==> src/rtl/fpu_req_ctrl_pkg.sv <==
// ---------------------------------------------------------------------------
// fpu_pkg
// Shared definitions for the FPU request controller slice.
//   state_t      : controller FSM states (IDLE / EXEC / RESP)
//   FP_*         : IEEE-754 single-precision field widths and the all-ones exponent
//   OP_ADD/OP_SUB: op-select encodings understood by the external FPU
// ---------------------------------------------------------------------------
package fpu_pkg;

    typedef enum logic [1:0] {
        IDLE = 2'd0,
        EXEC = 2'd1,
        RESP = 2'd2
    } state_t;

    localparam int          FP_EXP_W   = 8;
    localparam int          FP_FRAC_W  = 23;
    localparam logic [7:0]  FP_EXP_MAX = 8'hFF;

    localparam logic OP_ADD = 1'b0;
    localparam logic OP_SUB = 1'b1;

endpackage

==> src/rtl/fpu_req_ctrl_if.sv <==
// ---------------------------------------------------------------------------
// fpu_req_ctrl_if
// Request / response handshake bundle of fpu_req_ctrl.
//   i_req_valid, o_req_ready, i_req_op, i_req_a, i_req_b : request channel
//   o_rsp_valid, i_rsp_ready, o_rsp_result              : response channel
// modport slave  : the controller side
// modport master : the requester side
// ---------------------------------------------------------------------------
interface fpu_req_ctrl_if #(
    parameter int NUM_OP = 1
);
    logic              i_req_valid;
    logic              o_req_ready;
    logic [NUM_OP-1:0] i_req_op;
    logic [31:0]       i_req_a;
    logic [31:0]       i_req_b;
    logic              o_rsp_valid;
    logic              i_rsp_ready;
    logic [31:0]       o_rsp_result;

    modport slave (
        input  i_req_valid, i_req_op, i_req_a, i_req_b, i_rsp_ready,
        output o_req_ready, o_rsp_valid, o_rsp_result
    );

    modport master (
        output i_req_valid, i_req_op, i_req_a, i_req_b, i_rsp_ready,
        input  o_req_ready, o_rsp_valid, o_rsp_result
    );
endinterface

==> src/rtl/fpu_req_ctrl_classify.sv <==
// ---------------------------------------------------------------------------
// fpu_result_classify
// Combinational classification of a single-precision value.
//   i_value [31:0] : value to classify
//   o_flags [3:0]  : {nan, inf, zero, neg}
// Denormals (exponent 0) are reported as zero since the FPU flushes them.
// ---------------------------------------------------------------------------
module fpu_result_classify
    import fpu_pkg::*;
(
    input  logic [31:0] i_value,
    output logic [3:0]  o_flags
);
    logic [FP_EXP_W-1:0]  exp_f;
    logic [FP_FRAC_W-1:0] frac_f;

    assign exp_f  = i_value[30:23];
    assign frac_f = i_value[22:0];

    assign o_flags[3] = (exp_f == FP_EXP_MAX) && (frac_f != '0);
    assign o_flags[2] = (exp_f == FP_EXP_MAX) && (frac_f == '0);
    assign o_flags[1] = (exp_f == '0);
    assign o_flags[0] = i_value[31];
endmodule

==> src/rtl/fpu_req_ctrl.sv <==
// ---------------------------------------------------------------------------
// fpu_req_ctrl
// Sequencer in front of the combinational FPU add/sub datapath. Registers an
// accepted request onto the FPU inputs, holds them for EXEC_CYCLES cycles,
// captures the FPU result and offers it on the response handshake.
//
// Ports:
//   i_clk, i_rst_n   : clock, asynchronous active-low reset
//   bus (slave)      : request/response handshake (fpu_req_ctrl_if)
//   o_fpu_op/a/b     : registered operands to the FPU
//   i_fpu_result     : FPU result
//   o_busy           : high in EXEC or RESP
//   o_rsp_flags[3:0] : {nan, inf, zero, neg} of the captured result, only
//                      present when FPU_REQ_CTRL_FLAGS_EN is defined
//
// state | meaning
// ------+-----------------------------------------------------------
// IDLE  | waiting for a request, o_req_ready high
// EXEC  | operands held on the FPU, counter running down to 0
// RESP  | result captured and valid; may accept the next request
//       | in the same cycle the response is taken
// ---------------------------------------------------------------------------
module fpu_req_ctrl
    import fpu_pkg::*;
#(
    parameter int NUM_OP      = 1,
    parameter int EXEC_CYCLES = 2
) (
    input  logic              i_clk,
    input  logic              i_rst_n,
    fpu_req_ctrl_if.slave     bus,
    output logic [NUM_OP-1:0] o_fpu_op,
    output logic [31:0]       o_fpu_a,
    output logic [31:0]       o_fpu_b,
    input  logic [31:0]       i_fpu_result,
`ifdef FPU_REQ_CTRL_FLAGS_EN
    output logic [3:0]        o_rsp_flags,
`endif
    output logic              o_busy
);
    localparam int CNT_W = $clog2(EXEC_CYCLES + 1);
    localparam logic [CNT_W-1:0] CNT_LOAD = CNT_W'(EXEC_CYCLES - 1);

    if (EXEC_CYCLES < 1 || EXEC_CYCLES > 15) begin : g_bad_exec_cycles
        $error("fpu_req_ctrl: EXEC_CYCLES must be within 1..15");
    end

    state_t           state;
    logic [CNT_W-1:0] cnt;
    logic             rsp_valid;
    logic [31:0]      rsp_result;
    logic             req_ready;
    logic             accept;

    // Gated by reset so the requester never sees ready while the block is held.
    assign req_ready = i_rst_n &&
                       ((state == IDLE) || ((state == RESP) && bus.i_rsp_ready));
    assign accept    = bus.i_req_valid && req_ready;

    assign bus.o_req_ready  = req_ready;
    assign bus.o_rsp_valid  = rsp_valid;
    assign bus.o_rsp_result = rsp_result;

`ifdef FPU_REQ_CTRL_FLAGS_EN
    logic [3:0] flags_now;
    logic [3:0] flags_q;

    fpu_result_classify u_classify (
        .i_value (i_fpu_result),
        .o_flags (flags_now)
    );

    assign o_rsp_flags = flags_q;
`endif

    always_ff @(posedge i_clk or negedge i_rst_n) begin
        if (!i_rst_n) begin
            state      <= IDLE;
            cnt        <= '0;
            o_fpu_op   <= '0;
            o_fpu_a    <= '0;
            o_fpu_b    <= '0;
            rsp_result <= '0;
            rsp_valid  <= 1'b0;
            o_busy     <= 1'b0;
`ifdef FPU_REQ_CTRL_FLAGS_EN
            flags_q    <= '0;
`endif
        end else begin
            // Operand load is shared by IDLE and the back-to-back path in RESP.
            if (accept) begin
                o_fpu_op <= bus.i_req_op;
                o_fpu_a  <= bus.i_req_a;
                o_fpu_b  <= bus.i_req_b;
                cnt      <= CNT_LOAD;
            end

            case (state)
                IDLE: begin
                    if (accept) begin
                        state  <= EXEC;
                        o_busy <= 1'b1;
                    end
                end
                EXEC: begin
                    if (cnt == '0) begin
                        rsp_result <= i_fpu_result;
`ifdef FPU_REQ_CTRL_FLAGS_EN
                        flags_q    <= flags_now;
`endif
                        rsp_valid  <= 1'b1;
                        state      <= RESP;
                    end else begin
                        cnt <= cnt - 1'b1;
                    end
                end
                RESP: begin
                    if (bus.i_rsp_ready) begin
                        rsp_valid <= 1'b0;
                        if (accept) begin
                            state <= EXEC;
                        end else begin
                            state  <= IDLE;
                            o_busy <= 1'b0;
                        end
                    end
                end
                default: begin
                    state     <= IDLE;
                    rsp_valid <= 1'b0;
                    o_busy    <= 1'b0;
                end
            endcase
        end
    end
endmodule
==> src/flat_wrapper.sv <==
// flat-port wrapper written by rule: the top's interface ports become plain ports
module fpu_req_ctrl_flat import fpu_pkg::*;
#(
    parameter int NUM_OP      = 1,
    parameter int EXEC_CYCLES = 2
)
  (i_clk, i_rst_n, o_fpu_op, o_fpu_a, o_fpu_b, i_fpu_result, o_busy, bus_i_req_valid, bus_i_req_op, bus_i_req_a, bus_i_req_b, bus_i_rsp_ready, bus_o_req_ready, bus_o_rsp_valid, bus_o_rsp_result);
  fpu_req_ctrl_if #(.NUM_OP(NUM_OP)) bus_i ();
  input  logic i_clk;
  input  logic i_rst_n;
  output logic [NUM_OP-1:0] o_fpu_op;
  output logic [31:0] o_fpu_a;
  output logic [31:0] o_fpu_b;
  input  logic [31:0] i_fpu_result;
  output logic o_busy;
  input wire logic [$bits(bus_i.i_req_valid)-1:0] bus_i_req_valid;
  input wire logic [$bits(bus_i.i_req_op)-1:0] bus_i_req_op;
  input wire logic [$bits(bus_i.i_req_a)-1:0] bus_i_req_a;
  input wire logic [$bits(bus_i.i_req_b)-1:0] bus_i_req_b;
  input wire logic [$bits(bus_i.i_rsp_ready)-1:0] bus_i_rsp_ready;
  output wire logic [$bits(bus_i.o_req_ready)-1:0] bus_o_req_ready;
  output wire logic [$bits(bus_i.o_rsp_valid)-1:0] bus_o_rsp_valid;
  output wire logic [$bits(bus_i.o_rsp_result)-1:0] bus_o_rsp_result;
  assign bus_i.i_req_valid = bus_i_req_valid;
  assign bus_i.i_req_op = bus_i_req_op;
  assign bus_i.i_req_a = bus_i_req_a;
  assign bus_i.i_req_b = bus_i_req_b;
  assign bus_i.i_rsp_ready = bus_i_rsp_ready;
  assign bus_o_req_ready = bus_i.o_req_ready;
  assign bus_o_rsp_valid = bus_i.o_rsp_valid;
  assign bus_o_rsp_result = bus_i.o_rsp_result;
  fpu_req_ctrl #(.NUM_OP(NUM_OP), .EXEC_CYCLES(EXEC_CYCLES)) u_core (.i_clk(i_clk), .i_rst_n(i_rst_n), .bus(bus_i), .o_fpu_op(o_fpu_op), .o_fpu_a(o_fpu_a), .o_fpu_b(o_fpu_b), .i_fpu_result(i_fpu_result), .o_busy(o_busy));
endmodule
==> config.mk <==
export PLATFORM = sky130hd
export DESIGN_NAME = fpu_req_ctrl_flat
export DESIGN_NICKNAME = d
export VERILOG_FILES = /design/src/rtl/fpu_req_ctrl_pkg.sv /design/src/rtl/fpu_req_ctrl_if.sv /design/src/rtl/fpu_req_ctrl_classify.sv /design/src/rtl/fpu_req_ctrl.sv /design/src/flat_wrapper.sv
export SDC_FILE = /design/constraint.sdc
export NUM_CORES = 1
export LEC_CHECK = 0
export ABC_AREA = 1
export CORE_MARGIN = 10
export CORE_UTILIZATION = 40
export CTS_CLUSTER_DIAMETER = 120
export CTS_CLUSTER_SIZE = 12
export DETAILED_ROUTE_END_ITERATION = 6
export PLACE_DENSITY = 0.8
export SKIP_CTS_REPAIR_TIMING = 1
export SLEW_MARGIN = 10
export SYNTH_ARGS = -nofsm -noshare
export SYNTH_HDL_FRONTEND = slang
export SYNTH_SLANG_ARGS = --single-unit
==> constraint.sdc <==
create_clock -name i_clk -period 1.57 [get_ports i_clk]
set_clock_uncertainty 0.15 [all_clocks]
set_input_delay 0.2355 -clock i_clk [delete_from_list [all_inputs] [get_ports i_clk]]
set_output_delay 0.2355 -clock i_clk [all_outputs]
set_load 0.1 [all_outputs]
## Yosys cells after proc, flatten, opt, wreduce, memory -nomap -nowiden

Index checks and enable logic that the tools add are counted.

| word-level totals | value |
|---|---|
| register bits | 103 |
| latch bits | 0 |
| RAM bits | 0 |
| memory bits (read-only) | 0 |
| output and inout bits | 100 |
| logic and storage cells | 42 |
| memories kept | 0 |

| cells by class | value |
|---|---|
| add/subtract/negate cells | 1 |
| multipliers | 0 |
| div/mod/pow operators | 0 |
| magnitude comparators | 0 |
| equality and inequality tests | 6 |
| shift-type cells | 0 |
| muxes and demuxes | 15 |
| bitwise operators | 2 |
| reductions and logical operators | 10 |

Operators with widths:

| operator | number |
|---|---|
| 2-to-1 mux 2 bit | 6 |
| 2-to-1 mux 1 bit | 6 |
| one-hot mux 1 bit (3 select lines) | 2 |
| one-hot mux 2 bit (3 select lines) | 1 |
| AND reduction 3 bit | 2 |
| logical NOT 2 bit | 2 |
| != test 2 x 1 -> 1 bit, second input constant | 2 |
| != test 2 bit, second input constant | 2 |
| AND reduction 4 bit | 1 |
| logical AND 1 bit | 3 |
| equality test 2 x 1 -> 1 bit, second input constant | 1 |
| equality test 2 bit, second input constant | 1 |
| inverter 1 bit | 2 |
| AND reduction 2 bit | 1 |
| subtractor 2 x 1 -> 2 bit, second input constant | 1 |
| logical OR 1 bit | 1 |

## Depth between registers and ports, before layout

| depth | value |
|---|---|
| depth in word-level cells | 8 |
| depth in mapped cells | 8 |
| mapped depth without buffers | 6 |

## Worst setup path after synthesis

OpenSTA, ideal clock, no wires.

| path | value |
|---|---|
| kind | reg-to-output |
| from | register u_core.state[0] |
| to | output port bus_o_req_ready |
| arrival | 1176 ps |
| setup slack | 8 ps |
| stages on the path, launching flop included | 4 |
| cells stage by stage | dfrtp_1 > nor2_2 > nand2_1 > inv_1 |

| on the way | value |
|---|---|
| cells in the longest elaborated chain, start to end | 4 |
| elaborated cells on any way between the ends | 5 |
| those cells by class | eq/ne (1); reduce/logical (4) |

Ends and longest elaborated chain:

| element | RTL line | text |
|---|---|---|
| start, declared | fpu_req_ctrl.sv:48 | `state_t state;` |
| start signal, assigned | fpu_req_ctrl.sv:78 | `state <= IDLE;` |
| start signal, assigned | fpu_req_ctrl.sv:101 | `state <= EXEC;` |
| start signal, assigned | fpu_req_ctrl.sv:112 | `state <= RESP;` |
| equality test 2 bit | fpu_req_ctrl.sv:57 | `((state == IDLE) \|\| ((state == RESP) && bus.i_rsp_ready));` |
| logical AND 1 bit | fpu_req_ctrl.sv:57 |  |
| logical OR 1 bit * | fpu_req_ctrl.sv:57 |  |
| logical AND 1 bit * | fpu_req_ctrl.sv:56 | `assign req_ready = i_rst_n &&` |
| end, declared | flat_wrapper.sv:21 | `output wire logic [$bits(bus_i.o_req_ready)-1:0] bus_o_req_ready;` |

Mark *: on every way between the ends. The rest lies on a longest branch, timed or not.

## Worst setup path after layout

Ends and elaborated chain as after synthesis.

==> impl_metrics.env <==
export IMPL_outcome="finished clean"
export IMPL_maxCapViolCount=0
export IMPL_io_pins=201
export IMPL_critPathCaptureType="output port"
export IMPL_ant_nets=0
export IMPL_n_antenna_cell=0
export IMPL_fmax_mhz=638.1
export IMPL_ys_flop_type="dfrtp_1"
export IMPL_max_slew_worst_pin_slew_ps=559.5
export IMPL_dr_pass1_iters=4
export IMPL_setup_violations=0
export IMPL_finalMaxSlewViolations=0
export IMPL_die_area_um2=14360
export IMPL_setup_tns_final_ps=0
export IMPL_synthArstFlopShare_pct=100.0
export IMPL_critPathLaunchType="register"
export IMPL_synth_seq_area_share_pct=64.66
export IMPL_clock_path_buffers=2
export IMPL_synth_fa_ha_area_share_pct=0
export IMPL_synth_edff_count=0
export IMPL_synth_simple_area_share_pct=30.57
export IMPL_yosysUniqueCellTypes=15
export IMPL_syn_area_um2=3986
export IMPL_dp_hpwl_um=10830
export IMPL_coreArea_um2=9729
export IMPL_synth_xor_area_share_pct=0
export IMPL_slew_limit_headroom_pct=62.70
export IMPL_multi_input_area_um2=1271
export IMPL_crit_fanout=3
export IMPL_tritoncts="yes"
export IMPL_seqCellArea_um2=2579
export IMPL_design_area_um2=7502
export IMPL_grt_overflow=0
export IMPL_dp_cells=778
export IMPL_arrival_ps=1180
export IMPL_cts_made_buffers=9
export IMPL_stdcell_count=798
export IMPL_clk_pin_slew_ps=90
export IMPL_areaGrowthSynthToFinish_pct=88.20
export IMPL_synth_top_cell_area_share_pct=64.66
export IMPL_yosysMostFrequentCell="nand2_1"
export IMPL_synth_top_family_by_area="simple AND/OR/NAND/NOR gates"
export IMPL_start_util_pct=40.97
export IMPL_yosys_warnings=0
export IMPL_synth_area_top_cells="dfrtp_1, nand2_1, nand3_1, buf_2, buf_4"
export IMPL_yosys_top_cells_count="nand2_1, dfrtp_1, nand3_1, buf_2"
export IMPL_worst_hold_path_type="primary input to register"
export IMPL_period_share_pct=99.82
export IMPL_hold_viol=0
export IMPL_vias=3791
export IMPL_clock_latency_ps=350
export IMPL_synth_compound_area_share_pct=0.9416
export IMPL_drc=0
export IMPL_period_minus_slack_ps=1567
export IMPL_rsz0062_at_grt="yes"
export IMPL_htreeDepth=3
export IMPL_place_ws_ps=-140.6
export IMPL_worst_setup_path_type="register to output port"
export IMPL_rows=36
export IMPL_routed_via_density=4.751
export IMPL_grt_pass1_vias=4013
export IMPL_cts_sinks=103
export IMPL_cp_data_required_time_ps=1180
export IMPL_dieWidth_um=119.8
export IMPL_drt_iter0_drc=277
export IMPL_grt_pass1_wl_um=21540
export IMPL_io_buffers=200
export IMPL_grt_max_degree=104
export IMPL_drt_wl_total_um=13860
export IMPL_fillers=618
export IMPL_drive_above_1_share_pct=22.11
export IMPL_die_h_um=119.8
export IMPL_cts_root_buf="clkbuf_8"
export IMPL_synth_top_area_cell="dfrtp_1"
export IMPL_place_congestion=0.7606
export IMPL_layout_setup_ws_ps=2.760
export IMPL_track_usage_pct=18.83
export IMPL_post_dp_cell_area_um2=7221
export IMPL_synthMuxAreaShare_pct=0
export IMPL_syn_avg_cell_area_um2=8.839
export IMPL_synth_seq_cells=103
export IMPL_antenna_found_initial=0
export IMPL_nNetsFinal=762
export IMPL_wire_per_inst_um=17.37
export IMPL_synth_nets=552
export IMPL_synth_cells=451
==> final timing paths <==
path	from	endpoint	slack, ps	depth (start not counted)
hold reg to reg	u_core.cnt[1]	u_core.cnt[1]	360	2
hold / removal	bus_i_rsp_ready	u_core.state[1]	70	4
max in group asynchronous	i_rst_n	u_core.o_fpu_a[1]	440	3
min in group asynchronous	i_rst_n	u_core.bus.o_rsp_result[2]	390	3
setup / recovery	u_core.state[0]	bus_o_req_ready	3	4
setup reg to reg	u_core.state[1]	u_core.bus.o_rsp_result[7]	50	8
==> stage by stage <==
stage	hold slack, ps	util [%]
after floorplan	-210.1	-
after global placement	221.6	74.22
after detailed placement	233.9	74.22
after CTS	-173.3	76.40
after global routing	99.49	77.11
final	69.10	77.11
==> layout by cell type, fill, tap and decap left out <==
master / n
clkbuf_8: 10
a21boi_1: 1
dlygate4sd3_1: 1
buf_12: 105
inv_4: 1
nor2_2: 1
nand2_4: 1
dfrtp_2: 1
buf_4: 15
dfrtp_1: 102
a21oi_1: 2
o21ai_0: 4
bufinv_16: 2
clkdlybuf4s50_1: 98
nand2_1: 267
nand3_1: 33
dlymetal6s2s_1: 1
inv_2: 4
nand3_2: 1
clkinvlp_4: 1
nand2_2: 2
nor2_1: 4
nor2_4: 1
clkbuf_1: 2
inv_1: 3
buf_6: 2
==> registers in the layout (all words and copies together) (netlist names) <==
name                     count
u_core.o_busy                1
u_core.bus.o_rsp_valid       1
u_core.o_fpu_op              1
u_core.o_fpu_b              32
u_core.bus.o_rsp_result     32
u_core.cnt                   2
u_core.o_fpu_a              32
u_core.state                 2
==> per-layer routing <==
| layer | vias up | routed length, um | global-route usage, % |
|---|---|---|---|
| li1 | 1798 | - | - |
| met1 | 1801 | 5298 | 20.86 |
| met2 | 167 | 6917 | 31.91 |
| met3 | 25 | 1311 | 7.314 |
| met4 | 0 | 337 | 7.466 |
| met5 | - | 0 | 0 |
==> area by class of cell <==
type	count	area share [%]
clock buffer	12	1.935
clock inverter	3	0.9006
inverter	8	0.4336
multi-input combinational	317	16.94
sequential	103	34.37
tap	133	2.218
timing repair buffer	222	43.20
==> cells by family after synthesis <==
kind of cell	count (synthesis)
flip-flops	103
AO/OA/AOI/OAI	7
buffers and inverters	31
AND/OR/NAND/NOR	310
==> worst max-delay path: stages, from the launching register on <==
cell	delay, ps
dfrtp_2	450
nor2_4	100
nand2_2	50
inv_2	60
buf_12	160
Power is left out: the tool's default activity adds up to more than one toggle a clock period on the data nets, which glitch-free logic cannot reach.
